**config.mk**
```make
export PLATFORM = sky130hd
export DESIGN_NAME = band_scale_pipe
export DESIGN_NICKNAME = d
export VERILOG_FILES = /design/src/rtl/band_scale_pkg.sv /design/src/rtl/gain_slew.sv /design/src/rtl/band_scale_pipe.sv
export SDC_FILE = /design/constraint.sdc
export NUM_CORES = 1
export LEC_CHECK = 0
export CORE_AREA = 5 5 196 198
export DETAILED_ROUTE_END_ITERATION = 10
export DIE_AREA = 0 0 201 203
export GPL_ROUTABILITY_DRIVEN = 0
export HOLD_SLACK_MARGIN = 0.12
export PLACE_DENSITY_LB_ADDON = 0.2
export SKIP_LAST_GASP = 1
export SLEW_MARGIN = 5
export SYNTH_ARGS = -nofsm -noshare
export SYNTH_HDL_FRONTEND = slang
export SYNTH_SLANG_ARGS = --single-unit
```
**constraint.sdc**
```tcl
create_clock -name clk -period 8 [get_ports clk]
set_input_delay 1.2 -clock clk [delete_from_list [all_inputs] [get_ports clk]]
set_output_delay 1.2 -clock clk [all_outputs]
set_load 0.02 [all_outputs]
```
**src/rtl/band_scale_pkg.sv**
```systemverilog
`default_nettype none
// ============================================================================
// band_scale_pkg : shared widths, unity gain and saturation helper
// rev 1.0
// ============================================================================
package band_scale_pkg;

  localparam int DEF_AUDIO_W   = 16;
  localparam int DEF_GAIN_W    = 13;
  localparam int DEF_FRAC_BITS = 10;
  localparam int UNITY_GAIN    = 1 << DEF_FRAC_BITS;
  localparam int PROD_W        = DEF_AUDIO_W + DEF_GAIN_W;

  typedef struct packed {
    logic ovf;
    logic neg;
  } sat_t;

  // Product arrives sign-extended to 64 bits; it fits the output window only
  // when every bit from the window MSB upward is a copy of the sign.
  function automatic sat_t saturate(input logic signed [63:0] prod,
                                    input int aw, input int fb);
    sat_t               res;
    logic signed [63:0] top_bits;
    top_bits = prod >>> (fb + aw - 1);
    res.ovf  = (top_bits != '0) && (top_bits != '1);
    res.neg  = prod[63];
    return res;
  endfunction

endpackage
`default_nettype wire

```
**src/rtl/gain_slew.sv**
```systemverilog
`default_nettype none
// ============================================================================
// gain_slew : per-band target/current gain registers with bounded slewing
// rev 1.0
// ============================================================================
module gain_slew #(
  parameter int N_BANDS   = 5,
  parameter int BAND_W    = 3,
  parameter int GAIN_W    = 13,
  parameter int FRAC_BITS = 10,
  parameter int RAMP_STEP = 256
) (
  input  logic                     clk,
  input  logic                     rst_n,
  input  logic                     smp_valid,
  input  logic [BAND_W-1:0]        smp_band,
  input  logic                     wr_en,
  input  logic [BAND_W-1:0]        wr_band,
  input  logic [GAIN_W-1:0]        wr_data,
  output logic signed [GAIN_W-1:0] rd_gain
);

  localparam logic signed [GAIN_W-1:0] UNITY   = GAIN_W'(1 << FRAC_BITS);
  localparam logic signed [GAIN_W:0]   STEP    = (GAIN_W+1)'(RAMP_STEP);
  localparam logic signed [GAIN_W-1:0] STEP_G  = GAIN_W'(RAMP_STEP);
  localparam bit                       NO_RAMP = (RAMP_STEP == 0);

  logic signed [GAIN_W-1:0] r_cur  [N_BANDS];
  logic signed [GAIN_W-1:0] r_tgt  [N_BANDS];
  logic signed [GAIN_W-1:0] w_next [N_BANDS];
  logic signed [GAIN_W:0]   w_diff [N_BANDS];

  // One extra bit on the difference so the full gain range never wraps.
  always_comb begin
    for (int b = 0; b < N_BANDS; b++) begin
      w_diff[b] = {r_tgt[b][GAIN_W-1], r_tgt[b]} - {r_cur[b][GAIN_W-1], r_cur[b]};
      if (NO_RAMP || (w_diff[b] <= STEP && w_diff[b] >= -STEP))
        w_next[b] = r_tgt[b];
      else if (!w_diff[b][GAIN_W])
        w_next[b] = r_cur[b] + STEP_G;
      else
        w_next[b] = r_cur[b] - STEP_G;
    end
  end

  // Out-of-range band indices read as gain 0.
  always_comb begin
    rd_gain = '0;
    for (int b = 0; b < N_BANDS; b++)
      if (smp_band == BAND_W'(b)) rd_gain = r_cur[b];
  end

  always_ff @(posedge clk or negedge rst_n) begin
    if (!rst_n) begin
      for (int b = 0; b < N_BANDS; b++) begin
        r_cur[b] <= UNITY;
        r_tgt[b] <= UNITY;
      end
    end else begin
      for (int b = 0; b < N_BANDS; b++) begin
        if (smp_valid && smp_band == BAND_W'(b)) r_cur[b] <= w_next[b];
        if (wr_en && wr_band == BAND_W'(b))      r_tgt[b] <= wr_data;
      end
    end
  end

endmodule
`default_nettype wire

```
**src/rtl/band_scale_pipe.sv**
```systemverilog
`default_nettype none
// ============================================================================
// band_scale_pipe : 2-stage per-band gain multiply with saturation
// rev 1.0
// ============================================================================
module band_scale_pipe
  import band_scale_pkg::*;
#(
  parameter int AUDIO_W   = DEF_AUDIO_W,
  parameter int GAIN_W    = DEF_GAIN_W,
  parameter int FRAC_BITS = DEF_FRAC_BITS,
  parameter int N_BANDS   = 5,
  parameter int RAMP_STEP = 256,
  parameter int BAND_W    = (N_BANDS > 1) ? $clog2(N_BANDS) : 1
) (
  input  logic               clk,
  input  logic               rst_n,
  input  logic               in_valid,
  input  logic [BAND_W-1:0]  in_band,
  input  logic [AUDIO_W-1:0] in_audio,
  input  logic               gain_wr,
  input  logic [BAND_W-1:0]  gain_band,
  input  logic [GAIN_W-1:0]  gain_data,
  input  logic               sat_clr,
  output logic               out_valid,
  output logic [BAND_W-1:0]  out_band,
  output logic [AUDIO_W-1:0] out_scaled,
  output logic [N_BANDS-1:0] sat_flags
);

  localparam int PW = AUDIO_W + GAIN_W;

  logic signed [GAIN_W-1:0] w_gain;
  logic                     r_s1_valid;
  logic [BAND_W-1:0]        r_s1_band;
  logic signed [PW-1:0]     r_s1_prod;
  sat_t                     w_sat;
  logic [AUDIO_W-1:0]       w_sat_val;
  logic [N_BANDS-1:0]       w_set;

  gain_slew #(
    .N_BANDS   (N_BANDS),
    .BAND_W    (BAND_W),
    .GAIN_W    (GAIN_W),
    .FRAC_BITS (FRAC_BITS),
    .RAMP_STEP (RAMP_STEP)
  ) u_gain_slew (
    .clk       (clk),
    .rst_n     (rst_n),
    .smp_valid (in_valid),
    .smp_band  (in_band),
    .wr_en     (gain_wr),
    .wr_band   (gain_band),
    .wr_data   (gain_data),
    .rd_gain   (w_gain)
  );

  always_comb begin
    w_sat     = saturate(64'(r_s1_prod), AUDIO_W, FRAC_BITS);
    w_sat_val = r_s1_prod[FRAC_BITS+AUDIO_W-1:FRAC_BITS];
    if (w_sat.ovf)
      w_sat_val = w_sat.neg ? {1'b1, {(AUDIO_W-1){1'b0}}} : {1'b0, {(AUDIO_W-1){1'b1}}};
    // A shift past the top bit drops out-of-range bands for free.
    w_set = (r_s1_valid && w_sat.ovf) ? (N_BANDS'(1) << r_s1_band) : '0;
  end

  always_ff @(posedge clk or negedge rst_n) begin
    if (!rst_n) begin
      r_s1_valid <= 1'b0;
      r_s1_band  <= '0;
      r_s1_prod  <= '0;
      out_valid  <= 1'b0;
      out_band   <= '0;
      out_scaled <= '0;
      sat_flags  <= '0;
    end else begin
      r_s1_valid <= in_valid;
      if (in_valid) begin
        r_s1_band <= in_band;
        r_s1_prod <= PW'($signed(in_audio)) * PW'(w_gain);
      end
      out_valid <= r_s1_valid;
      if (r_s1_valid) begin
        out_band   <= r_s1_band;
        out_scaled <= w_sat_val;
      end
      sat_flags <= (sat_clr ? '0 : sat_flags) | w_set;
    end
  end

endmodule
`default_nettype wire

```
# Yosys cells after proc, flatten, opt, wreduce, memory -nomap -nowiden
# Cells that the tools add are included.
[totals]
elab_cells = 93
out_inout_bits = 25
regBits = 188
input_bits = 40
[op_classes]
n_lt_le_gt_ge = 10
shift = 1
n_reduce_logical = 20
add_sub_neg = 15
eq_ne = 9
n_mux = 19
bitwise = 1
multipliers = 1
[op_table]
columns = ["operator", "n"]
rows = [
  ["13-bit 2-to-1 mux", 15],
  ["14-bit by 9-bit greater-or-equal comparator with 1-bit output, second input constant", 5],
  ["14-bit by 10-bit <= comparator with 1-bit output, second input constant", 5],
  ["13-bit by 13-bit subtractor with 14-bit output", 5],
  ["13-bit by 10-bit adder with 13-bit output, second input constant", 5],
  ["13-bit by 10-bit subtractor with 13-bit output, second input constant", 5],
  ["64-bit != test, second input constant", 1],
  ["64-bit nonzero test", 1],
  ["16-bit 2-to-1 mux", 2],
  ["16-bit by 13-bit multiplier with 29-bit output", 1],
  ["1-bit logical AND", 17],
  ["3-bit by 2-bit == test with 1-bit output, second input constant", 4],
  ["5-bit 2-to-1 mux", 2],
  ["3-bit by 1-bit == test with 1-bit output, second input constant", 2],
  ["3-bit == test, second input constant", 2],
  ["3-bit logical NOT", 2],
  ["5-bit OR", 1],
  ["1-bit by 3-bit << shifter with 5-bit output, first input constant", 1],
]

# Longest topological paths before layout
# Gate-level depths: netlist (run 1).
[depth]
depth_word = 7
mapped_depth = 28
ltp_nobuf = 25

# By module
# Synthesis (run 1) repeated with hierarchy kept, for this count alone.
[hier_totals]
cells_unflattened = 2066
area_unflattened_um2 = 19426.1
[modules_own_cells]
columns = ["module", "n_inst", "area_per_inst_um2", "cells_each", "seq_area_each_um2"]
rows = [
  ["gain_slew", 1, 10224.8, 1100, 3265.6],
  ["band_scale_pipe", 1, 9201.3, 966, 1201.2],
]

# Worst setup path before layout (run 1)
# Ideal clock, no wire load.
[synth_timing]
path_kind = "input to register"
startpoint = "input port in_band[0]"
endpoint = "register r_s1_prod[21]"
arrival_time_ns = 8.248
stages = 27
t_required_ns = 7.875
setup_slack_ns = -0.373
n_path_buf = 3
setup_time_ns = 0.125
cell_sequence = "buf_4 > buf_1 > mux4_2 > a22oi_1 > clkbuf_1 > nor2b_1 > fa_1 > inv_1 > fa_1 > inv_1 > fa_1 > fa_1 > fa_1 > inv_1 > fa_1 > inv_1 > ha_1 > nand4_1 > inv_1 > a221oi_1 > o31a_2 > o21ai_0 > o41ai_1 > o21ai_0 > a21oi_1 > xnor2_1 > mux2_2"
[synth_between]
elab_chain_cells = 7
word_cells_on_any_way = 11
classes_between = "mul: 1; eq/ne: 4; mux: 5; reduce/logical: 1"
[synth_rtl]
columns = ["element", "line_no", "text"]
rows = [
  ["from (decl)", "band_scale_pipe.sv:19", "input logic [BAND_W-1:0] in_band,"],
  ["3-bit logical NOT", "gain_slew.sv:50", "if (smp_band == BAND_W'(b)) rd_gain = r_cur[b];"],
  ["13-bit 2-to-1 mux (4 in series)", "gain_slew.sv:50", ""],
  ["13-bit 2-to-1 mux *", "gain_slew.sv:50", ""],
  ["16-bit by 13-bit multiplier with 29-bit output *", "band_scale_pipe.sv:80", "r_s1_prod <= PW'($signed(in_audio)) * PW'(w_gain);"],
  ["to (signal assigned)", "band_scale_pipe.sv:80", ""],
  ["to (decl)", "band_scale_pipe.sv:36", "logic signed [PW-1:0] r_s1_prod;"],
]
# Mark *: on every way between the ends. The rest lies on a longest branch, timed or not.
# A chain may end at the register's enable or synchronous reset.

# Worst setup path after layout (run 1)
[layout_timing]
startpoint = "input port in_band[1]"
endpoint = "register r_s1_prod[24]"
# Same word-level chain as after synthesis.

==> impl_metrics.csv, run 1 <==
group,metric,value,unit
outcome,status,"finished, final reports clean",
synth,yosysWarningCount,0,
sta,rsz0062_at_grt,"true",
sta,relSlewSlack,15.4,%
clock_network,clk_pin_slew,0.07,ns
clock_network,cts_made_buffers,17,
floorplanning,start_util,52.3,%
grt,grt_max_degree,105,
sta,finalCriticalPeriod,7.71,ns
synth,synth_edf_count,0,
grt,antenna_found_initial,0,
drt,first_iter_violations,910,
synth,ys_seq_area_share,23.5,%
sta,postLayoutSetupSlackWorst,0.292,ns
sta,worstMarginPinSlew,1.26,ns
final_layout,post-route-util,59.4,%
critical_path,critPathKind,"input pin to flop",
grt,grt-ovfl-total,0,
sta,fin_hold_ws,0.489,ns
synth,yosys.cell_types.count,83,
critical_path,regToRegSetupSlack,1.27,ns
synth,syn_avg_cell_area,9.63,µm²
sta,finalClockSkew,0.0138,ns
critical_path,crit_path_frequent_cell,"fa_1",
critical_path,crit_path_start_kind,"input pin",
clock_network,cts_tree,"done",
floorplanning,num_rows,70,
final_layout,finalInstanceArea,0.0216,mm²
floorplanning,die_h,203,µm
synth,syn_inst,1973,
placed_design,place.port_buffers,64,
min_path,hold_end,"sat_flags[4]",
floorplanning,die_area,0.0408,mm²
min_path,hold_class,"flop to flop",
final_layout,nets,2509,
critical_path,crit_family,"adder cells",
clock_network,clock-sinks,178,
critical_path,critPathCaptureType,"flop",
synth,synth_area,0.0190,mm²
drt,vias,14600,
clock_network,holdBufCountCts,0,
critical_path,critical_path_arrival,8.04,ns
synth,synth-seq-cells,178,
flow_run,maxCapViolCount,0,
placed_design,hpwl,39.8,mm
drt,routedWlPerCell,18.8,µm
synth,syn-num-nets,2365,
critical_path,crit_fanout,7,
synth,async_flop_share,100,%
final_layout,area_growth,13.6,%
grt,grt_pass1_wl,80.7,mm
min_path,hold_depth,1,
drt,firstDrtPassIters,5,
clock_network,root_buffer,"clkbuf_16",
sta,final_max_slew_viol_count,0,
sta,clock.fmax,130,MHz
clock_network,clkLatencyLatePin,0.45,ns
drt,drc,0,
grt,grt_pass1_vias,15100,
floorplanning,ioPinCount,65,
critical_path,slowest_stage,"mux4_2",
critical_path,slowest_delay,0.52,ns
drt,ant_nets,0,
critical_path,critical_path_buf_inv_count,7,
final_layout,layout-drive-gt1-share,15.3,%
clock_network,htreeDepth,4,
sta,fin_crit_sh,96.4,%
placed_design,dpl_cell_area,0.0209,mm²
critical_path,rr_startpoint,"u_gain_slew.r_cur[28]",
critical_path,rr_endpoint,"r_s1_prod[24]",
drt,routed_wl,48.8,mm
min_path,hp-start,"sat_flags[4]",
grt,track_usage,24.4,%
critical_path,critPathRequiredTime,8.33,ns
floorplanning,core,0.0363,mm²
floorplanning,fp.dieW,201,µm
synth,synthFlopType,"dfrtp_1",
placed_design,place_ws,-0.447,ns
critical_path,rr_worst_depth,24,
sta,hold_viol,0,
sta,setup_viol,0,
clock_network,clk_path_buf_depth,2,
drt,vias_per_cell,5.63,
-- layer usage --
metal / track usage [%] / part of all wire, % / vias to the layer above
met5: 0 / 0 / -
met4: 4.72 / 1.5 / 0
met3: 3.24 / 4.6 / 47
met2: 41.1 / 48 / 347
met1: 34.4 / 46 / 7387
li1: - / - / 6848
-- sequential cells by signal, indices dropped and copies added (netlist names) --
register	count
out_band	3
out_scaled	16
out_valid	1
r_s1_band	3
r_s1_prod	19
r_s1_valid	1
sat_flags	5
u_gain_slew.r_cur	65
u_gain_slew.r_tgt	65
-- metrics by stage --
step,cells,TNS [ns]
floorplan,1973,0
global placement,2564,-1.94
detailed placement,2564,-3.26
CTS,2596,0
global route,2598,-0.0222
finish,2599,0
-- worst max path at each step --
stage                from            end  slack [ns]  cells after the start
3_3_place_gp   in_band[1]  r_s1_prod[27]       -0.32                     27
3_5_place_dp   in_band[1]  r_s1_prod[27]       -0.45                     27
6_report       in_band[1]  r_s1_prod[24]        0.29                     26
4_1_cts        in_band[1]  r_s1_prod[27]        0.01                     27
2_1_floorplan  in_band[0]  r_s1_prod[21]        0.01                     27
5_1_grt        in_band[1]  r_s1_prod[21]       -0.01                     29
-- layout by cell type, fill, tap and decap left out, types with 29 or more instances in the layout --
cell	instances
a21oi_1	70
dfrtp_1	168
nand2_1	167
nor2b_1	81
clkdlybuf4s50_1	63
mux2_2	109
ha_1	148
xor2_1	32
o21ai_0	82
inv_1	309
buf_4	120
xnor2_1	39
nand3_1	29
nand2b_1	33
nor2_1	88
fa_1	203
-- cell usage after synthesis (all sizes together), types with 8 or more instances --
cell type / instances / share of area (%)
fa: 204 / 21
xnor2: 39 / 1.8
nor2b: 82 / 2.7
a31oi: 9 / 0.30
a22oi: 8 / 0.32
o21ai: 89 / 2.4
ha: 148 / 9.7
o31ai: 10 / 0.42
nor3b: 8 / 0.32
mux4: 11 / 1.3
and2: 25 / 0.82
nand4: 11 / 0.36
inv: 310 / 6.1
or2: 16 / 0.53
a211oi: 9 / 0.36
a21o: 25 / 0.99
a211o: 8 / 0.37
o21a: 21 / 0.83
buf: 12 / 0.32
mux2: 109 / 6.5
mux2i: 27 / 1.5
nor2: 88 / 1.7
or3: 8 / 0.26
dfstp: 10 / 1.4
nand2: 168 / 3.4
dfrtp: 168 / 22
nor3: 27 / 0.71
nand2b: 33 / 1.1
a21oi: 70 / 1.8
nand3: 29 / 0.76
xor2: 32 / 1.5
clkbuf: 52 / 1.0
-- area by class of cell --
type | instances | area (µm²)
multi-input cells | 1421 | 13200
clock buffers | 18 | 439
diodes | 1 | 2.50
well taps | 468 | 586
fillers | 3081 | 14800
inverters | 310 | 1170
repair buffers | 189 | 1610
flip-flops and latches | 178 | 4470
clock inverters | 14 | 139
-- worst register-to-register path: cells and delay by family, from the launching register on --
kind | cells | cell delay [ns]
flops | 1 | 0.46
fa+ha+maj | 7 | 3.01
mux | 2 | 0.76
buf+inv | 5 | 0.63
simple gates | 1 | 0.07
xor+xnor | 1 | 0.15
compound gates | 8 | 1.53
-- cells by family after synthesis --
kind of cell,after synthesis,share of synthesized area [%]
buffers and inverters,374,7.47
multiplexers,147,9.25
XOR/XNOR,71,3.27
flip-flops,178,23.5
AND/OR/NAND/NOR,521,13.7
AO/OA/AOI/OAI,330,11.6
adder cells (fa/ha/maj),352,31.2
-- timing repair --
item	4_1_cts	5_1_grt
setup endpoints to repair	0	12
hold endpoints to repair	0	0
buffers inserted	0	1
gates resized for setup	0	17
Power of run 1 is not shown: default switching activity piles up to over one toggle a cycle in this logic, so the estimate is an artifact.
==> run 2, diff against run 1 <==
--- a/config.mk
+++ b/config.mk
@@ -11,6 +11,7 @@
 export GPL_ROUTABILITY_DRIVEN = 0
 export HOLD_SLACK_MARGIN = 0.12
 export PLACE_DENSITY_LB_ADDON = 0.2
+export SETUP_SLACK_MARGIN = 0.4
 export SKIP_LAST_GASP = 1
 export SLEW_MARGIN = 5
 export SYNTH_ARGS = -nofsm -noshare
==> run 2 against run 1 <==
Fmax is 4.0% higher. Setup slack better by 0.29 ns. Routed wire length up 0.36%. Critical path depth is the same. Die area is the same. Hold slack gained 0.0025 ns. Cell count decreased by 0.85%. Clock skew is 0.0050 ns lower. Via count down 0.78%. Sequential share of layout area is essentially flat. Sequential cell count stayed put.
==> impl_metrics.csv, run 2 (same netlist as run 1, synthesis figures left out) <==
group,metric,value,unit
flow_run,maxCapViolCount,0,
floorplanning,die_h,203,µm
final_layout,layout-drive-gt1-share,15.0,%
final_layout,area_growth,13.7,%
grt,grt_pass1_vias,15100,
final_layout,final_common_cell,"inv_1",
drt,ant_nets,0,
floorplanning,die_area,0.0408,mm²
grt,grt_max_degree,106,
sta,finalCriticalPeriod,7.41,ns
floorplanning,core,0.0363,mm²
min_path,hold_depth,1,
grt,grt_pass1_wl,81.0,mm
critical_path,crit_fanout,5,
outcome,status,"finished, final reports clean",
critical_path,critPathKind,"input pin to flop",
drt,vias_per_cell,5.63,
sta,fin_hold_ws,0.492,ns
grt,antenna_found_initial,3,
drt,firstDrtPassIters,7,
clock_network,htreeDepth,4,
floorplanning,ioPinCount,65,
sta,rsz0062_at_grt,"false",
drt,drc,0,
clock_network,root_buffer,"clkbuf_16",
grt,track_usage,24.8,%
drt,routedWlPerCell,19.0,µm
critical_path,critical_path_arrival,7.75,ns
clock_network,cts_tree,"done",
drt,vias,14500,
clock_network,holdBufCountCts,0,
floorplanning,start_util,52.3,%
sta,clock.fmax,135,MHz
sta,fin_crit_sh,92.7,%
placed_design,hpwl,39.6,mm
final_layout,seq_area,0.00447,mm²
final_layout,fill_cells,3059,
sta,worstMarginPinSlew,1.16,ns
final_layout,antennaDiodeCount,0,
sta,hold_viol,0,
clock_network,clkLatencyLatePin,0.45,ns
sta,relSlewSlack,22.6,%
floorplanning,fp.dieW,201,µm
final_layout,final_cell_mix,"inv_1, fa_1, dfrtp_1",
sta,finalClockSkew,0.00886,ns
clock_network,cts_made_buffers,17,
critical_path,critPathRequiredTime,8.33,ns
final_layout,biggestRegsByFlops,"u_gain_slew.r_cur (65), u_gain_slew.r_tgt (65), r_s1_prod (19)",
critical_path,rr_worst_depth,24,
critical_path,critPathCaptureType,"flop",
critical_path,crit_path_start_kind,"input pin",
floorplanning,num_rows,70,
min_path,hold_class,"flop to flop",
clock_network,clock-sinks,178,
sta,setup_viol,0,
final_layout,multiInputGateArea,0.0132,mm²
clock_network,clk_path_buf_depth,2,
grt,grt-ovfl-total,0,
clock_network,clk_pin_slew,0.07,ns
drt,first_iter_violations,993,
placed_design,place.port_buffers,64,
final_layout,nets,2489,
drt,routed_wl,48.9,mm
sta,final_max_slew_viol_count,0,
-- run 2: cell count changes in the layout (fill, tap and decap cells not counted), moves of 3 or more --
cell | before | now
buf_12 | 2 | 6
buf_4 | 120 | 94
bufinv_16 | 0 | 4
clkbuf_2 | 0 | 3
clkdlybuf4s50_1 | 63 | 60
-- run 2: through the flow --
stage | setup WS [ns] | cells | instance area (µm²) | util, % | TNS [ns]
3_3_place_gp | -0.185 | 2539 | 20800 | 57.3 | -1.17
6_report | 0.586 | 2577 | 21600 | 59.4 | 0
4_1_cts | 0.435 | 2573 | 21500 | 59.2 | 0
3_5_place_dp | -0.294 | 2539 | 20800 | 57.3 | -2.70
2_1_floorplan | 0.458 | 1973 | 19100 | - | 0
5_1_grt | 0.409 | 2577 | 21600 | 59.4 | 0
-- run 2: area by class of cell --
| cell class | instances | share of cell area (%) |
|---|---|---|
| clock inverters | 14 | 0.932 |
| multi-input cells | 1421 | 61.3 |
| flip-flops and latches | 178 | 20.7 |
| repair buffers | 169 | 7.05 |
| well taps | 468 | 2.71 |
| inverters | 310 | 5.40 |
| clock buffers | 17 | 1.97 |
-- run 2: critical path: stages --
cell and delay, ns:
clkbuf_2 0.15, bufbuf_16 0.29, mux4_2 0.55, a22o_1 0.21, and2_1 0.17, fa_1 0.47
inv_1 0.05, fa_1 0.52, inv_1 0.05, fa_1 0.50, fa_1 0.43, fa_1 0.49
inv_1 0.05, fa_1 0.50, inv_1 0.04, ha_1 0.30, nand4_1 0.12, inv_1 0.06
a221oi_1 0.28, o31a_2 0.26, o21ai_4 0.09, o41ai_4 0.28, buf_4 0.19, o21bai_1 0.08
xnor2_1 0.13, mux2_2 0.26
-- run 2: final timing paths --
| check | from | endpoint | slack (ns) |
|---|---|---|---|
| max in group asynchronous | rst_n | sat_flags[4] | 5.59 |
| min in group asynchronous | rst_n | u_gain_slew.r_tgt[34] | 0.83 |
| max | in_band[0] | r_s1_prod[22] | 0.59 |
| max reg2reg | u_gain_slew.r_cur[47] | r_s1_prod[22] | 1.23 |
| min reg2reg | sat_flags[4] | sat_flags[4] | 0.49 |
| min | sat_flags[4] | sat_flags[4] | 0.49 |
-- run 2: layer usage --
layer	wire length (µm)	GRT usage, %
met5	13	0
met4	1290	7.18
met3	2770	4.84
met2	22700	39.7
met1	22100	34.6
-- run 2: repair_timing --
| action | CTS | global route |
|---|---|---|
| pin swaps | 2 | 3 |
| gates cloned | 1 | 1 |
| setup buffers | 2 | 3 |
| endpoints found under the setup margin | 14 | 15 |
| resized for setup | 5 | 24 |
Power of run 2 is left out for the same reason.
==> RTL change: new RTL, flow settings as in run 2 <==
Remove the register `out_valid`: a continuous assignment takes its place, so the output `out_valid` follows one clock earlier.
--- a/src/rtl/band_scale_pipe.sv
+++ b/src/rtl/band_scale_pipe.sv
@@ -69,7 +69,6 @@
       r_s1_valid <= 1'b0;
       r_s1_band  <= '0;
       r_s1_prod  <= '0;
-      out_valid  <= 1'b0;
       out_band   <= '0;
       out_scaled <= '0;
       sat_flags  <= '0;
@@ -79,7 +78,6 @@
         r_s1_band <= in_band;
         r_s1_prod <= PW'($signed(in_audio)) * PW'(w_gain);
       end
-      out_valid <= r_s1_valid;
       if (r_s1_valid) begin
         out_band   <= r_s1_band;
         out_scaled <= w_sat_val;
@@ -88,6 +86,8 @@
     end
   end
 
+  assign out_valid = r_s1_valid;
+
 endmodule
 `default_nettype wire
 
Check against the original RTL: not equivalent (a bounded check fails within 4 cycles, from zero or initial values and one cycle with rst_n low).
==> RTL change against run 2 <==
- non-clock buffer count up 25
- sequential cell count is 1 lower
- area after synthesis decreased by 0.13%
- setup slack improved by 0.12 ns
- first-iteration DRC count grew 0.20%
- via count up 1.4%
- synthesized cell count barely moved
- wire length is 0.66% lower
- die area stayed put
- sequential share of layout area is 0.33 points lower
- final area up 1.1%
Power is left out: the tool's default activity adds up to more than one toggle a clock period on the data nets, which glitch-free logic cannot reach.
==> RTL change: results (changes against run 2) <==
Worst setup path
  • Worst r2r dst: r_s1_prod[19]
  • Slowest cell on the critical path: fa_1
  • Critical path arrival: 7.61 ns (-0.14 ns)
  • FF-to-FF Start: u_gain_slew.r_cur[29]
  • Crit Path Max Fanout: 11 (+6)
  • Register-to-register path setup slack: 1.33 ns (+0.10 ns)

Finish
  • Nets: 2513 (+0.96%)
  • FILL cells: 3083 (+0.78%)
  • Non-clock inverter count: 310 (unchanged)
  • Plain + repair buffers: 194 (+15%)
  • Layout clock buffer count: 19 (+2)
  • Layout cells sized above 1: 16.6% (+1.6 points)
  • Clock network contribution to total cell area: 2.67% (-0.23 points)
  • Multi-input logic area: 13400 sq um (+0.89%)
  • Register area: 4440 sq um (-0.56%)
  • Non-clock buffers, area share: 7.80% (+0.75 points)
  • Biggest regs: u_gain_slew.r_cur: 65 flops, u_gain_slew.r_tgt: 65 flops, r_s1_prod: 19 flops

GRT
  • M3 GR Usage: 3.53% (-1.3 points)
  • GRT Total Usage: 24.0% (-0.80 points)
  • Met2 Resource Use GR: 39.4% (-0.30 points)
  • Largest net degree at the start of global routing: 97 (-8.5%)
  • Grt met1 use: 33.5% (-1.1 points)
  • First-pass GRT wire length: 78900 um (-2.7%)
  • Initial antenna violation count: 0 (-3)

Synth
  • Synth area leaders: dfrtp_1, fa_1, ha_1
  • Post-synthesis sequential area ratio: 23.4% (-0.10 points)
  • Top cells by count, synth: inv_1, fa_1, dfrtp_1, nand2_1, ha_1
  • Syn_nets: 2364 (-0.042%)

Timing
  • Relative slew slack: 20.0% (-2.6 points)
  • Worst Skew: 0.0131 ns (+0.00429 ns)

Place
  • Dpl hpwl: 38800 um (-1.9%)
  • Placed instance area: 20800 sq um (about the same)

Min path
  • Min-Delay Endpoint: sat_flags[4]
  • Min-delay src: sat_flags[4]

Clock network
  • Post-CTS Setup Inserts: 8 (+6)
  • Clock sink count: 177 (-0.56%)
  • Clk slew on worst S/H paths: 0.07 ns (about the same)
  • Post-CTS resize count: 23 (+18)
  • CTS max path bufs: 2 (unchanged)

Run status
  • Status: finished, final reports clean

Drt
  • DR pass1 iterations: 5 (-2)
  • Routed WL: 48600 um (-0.66%)
  • Initial DRC Count: 995 (+0.20%)
  • Vias: 14722 (+1.4%)

Die
  • DIE AREA: 40800 sq um (unchanged)
==> RTL change: cell count changes after synthesis <==
| cell | delta |
|---|---|
| dfrtp_1 | -1 |
==> RTL change: logic make-up after synthesis <==
group | share of synthesized area (%)
xor gates and xnor gates | 3.28
muxes | 9.26
and+or+nand+nor | 13.7
AOI/OAI and AO/OA | 11.6
adders and majority gates | 31.3
DFF | 23.4
buffers and inverters | 7.48
==> RTL change: worst max path at each step <==
stage	start	end	slack, ns	cells past startpoint
detailed placement	in_band[1]	r_s1_prod[21]	-0.22	25
global route	in_band[0]	r_s1_prod[26]	0.39	27
finish	in_band[0]	r_s1_prod[26]	0.71	27
CTS	in_band[1]	r_s1_prod[26]	0.40	27
global placement	in_band[1]	r_s1_prod[21]	-0.08	25
floorplan	in_band[0]	r_s1_prod[21]	0.46	26
==> RTL change: layer usage <==
metal / routed length, um / share of wire [%]
met2: 23100 / 47
met5: 0 / 0
met4: 1280 / 2.6
met3: 2770 / 5.7
met1: 21500 / 44
==> RTL change: stage by stage <==
step	setup WS [ns]	std cells	utilization, %	hold slack [ns]	setup TNS [ns]
finish	0.709	2602	60.1	0.499	0
global route	0.391	2602	60.1	0.524	0
CTS	0.404	2587	59.4	0.497	0
detailed placement	-0.219	2547	57.3	0.480	-1.72
global placement	-0.0802	2547	57.3	0.477	-0.329
floorplan	0.458	1972	-	0.473	0
==> RTL change: worst register-to-register path, delay by kind of cell (launching register included) <==
kind	cells	cell delay, ns
adder cells (fa/ha/maj)	7	2.94
AO/OA/AOI/OAI	8	1.61
multiplexers	2	0.79
buffers and inverters	5	0.61
flip-flops	1	0.48
XOR/XNOR	1	0.07
AND/OR/NAND/NOR	1	0.06
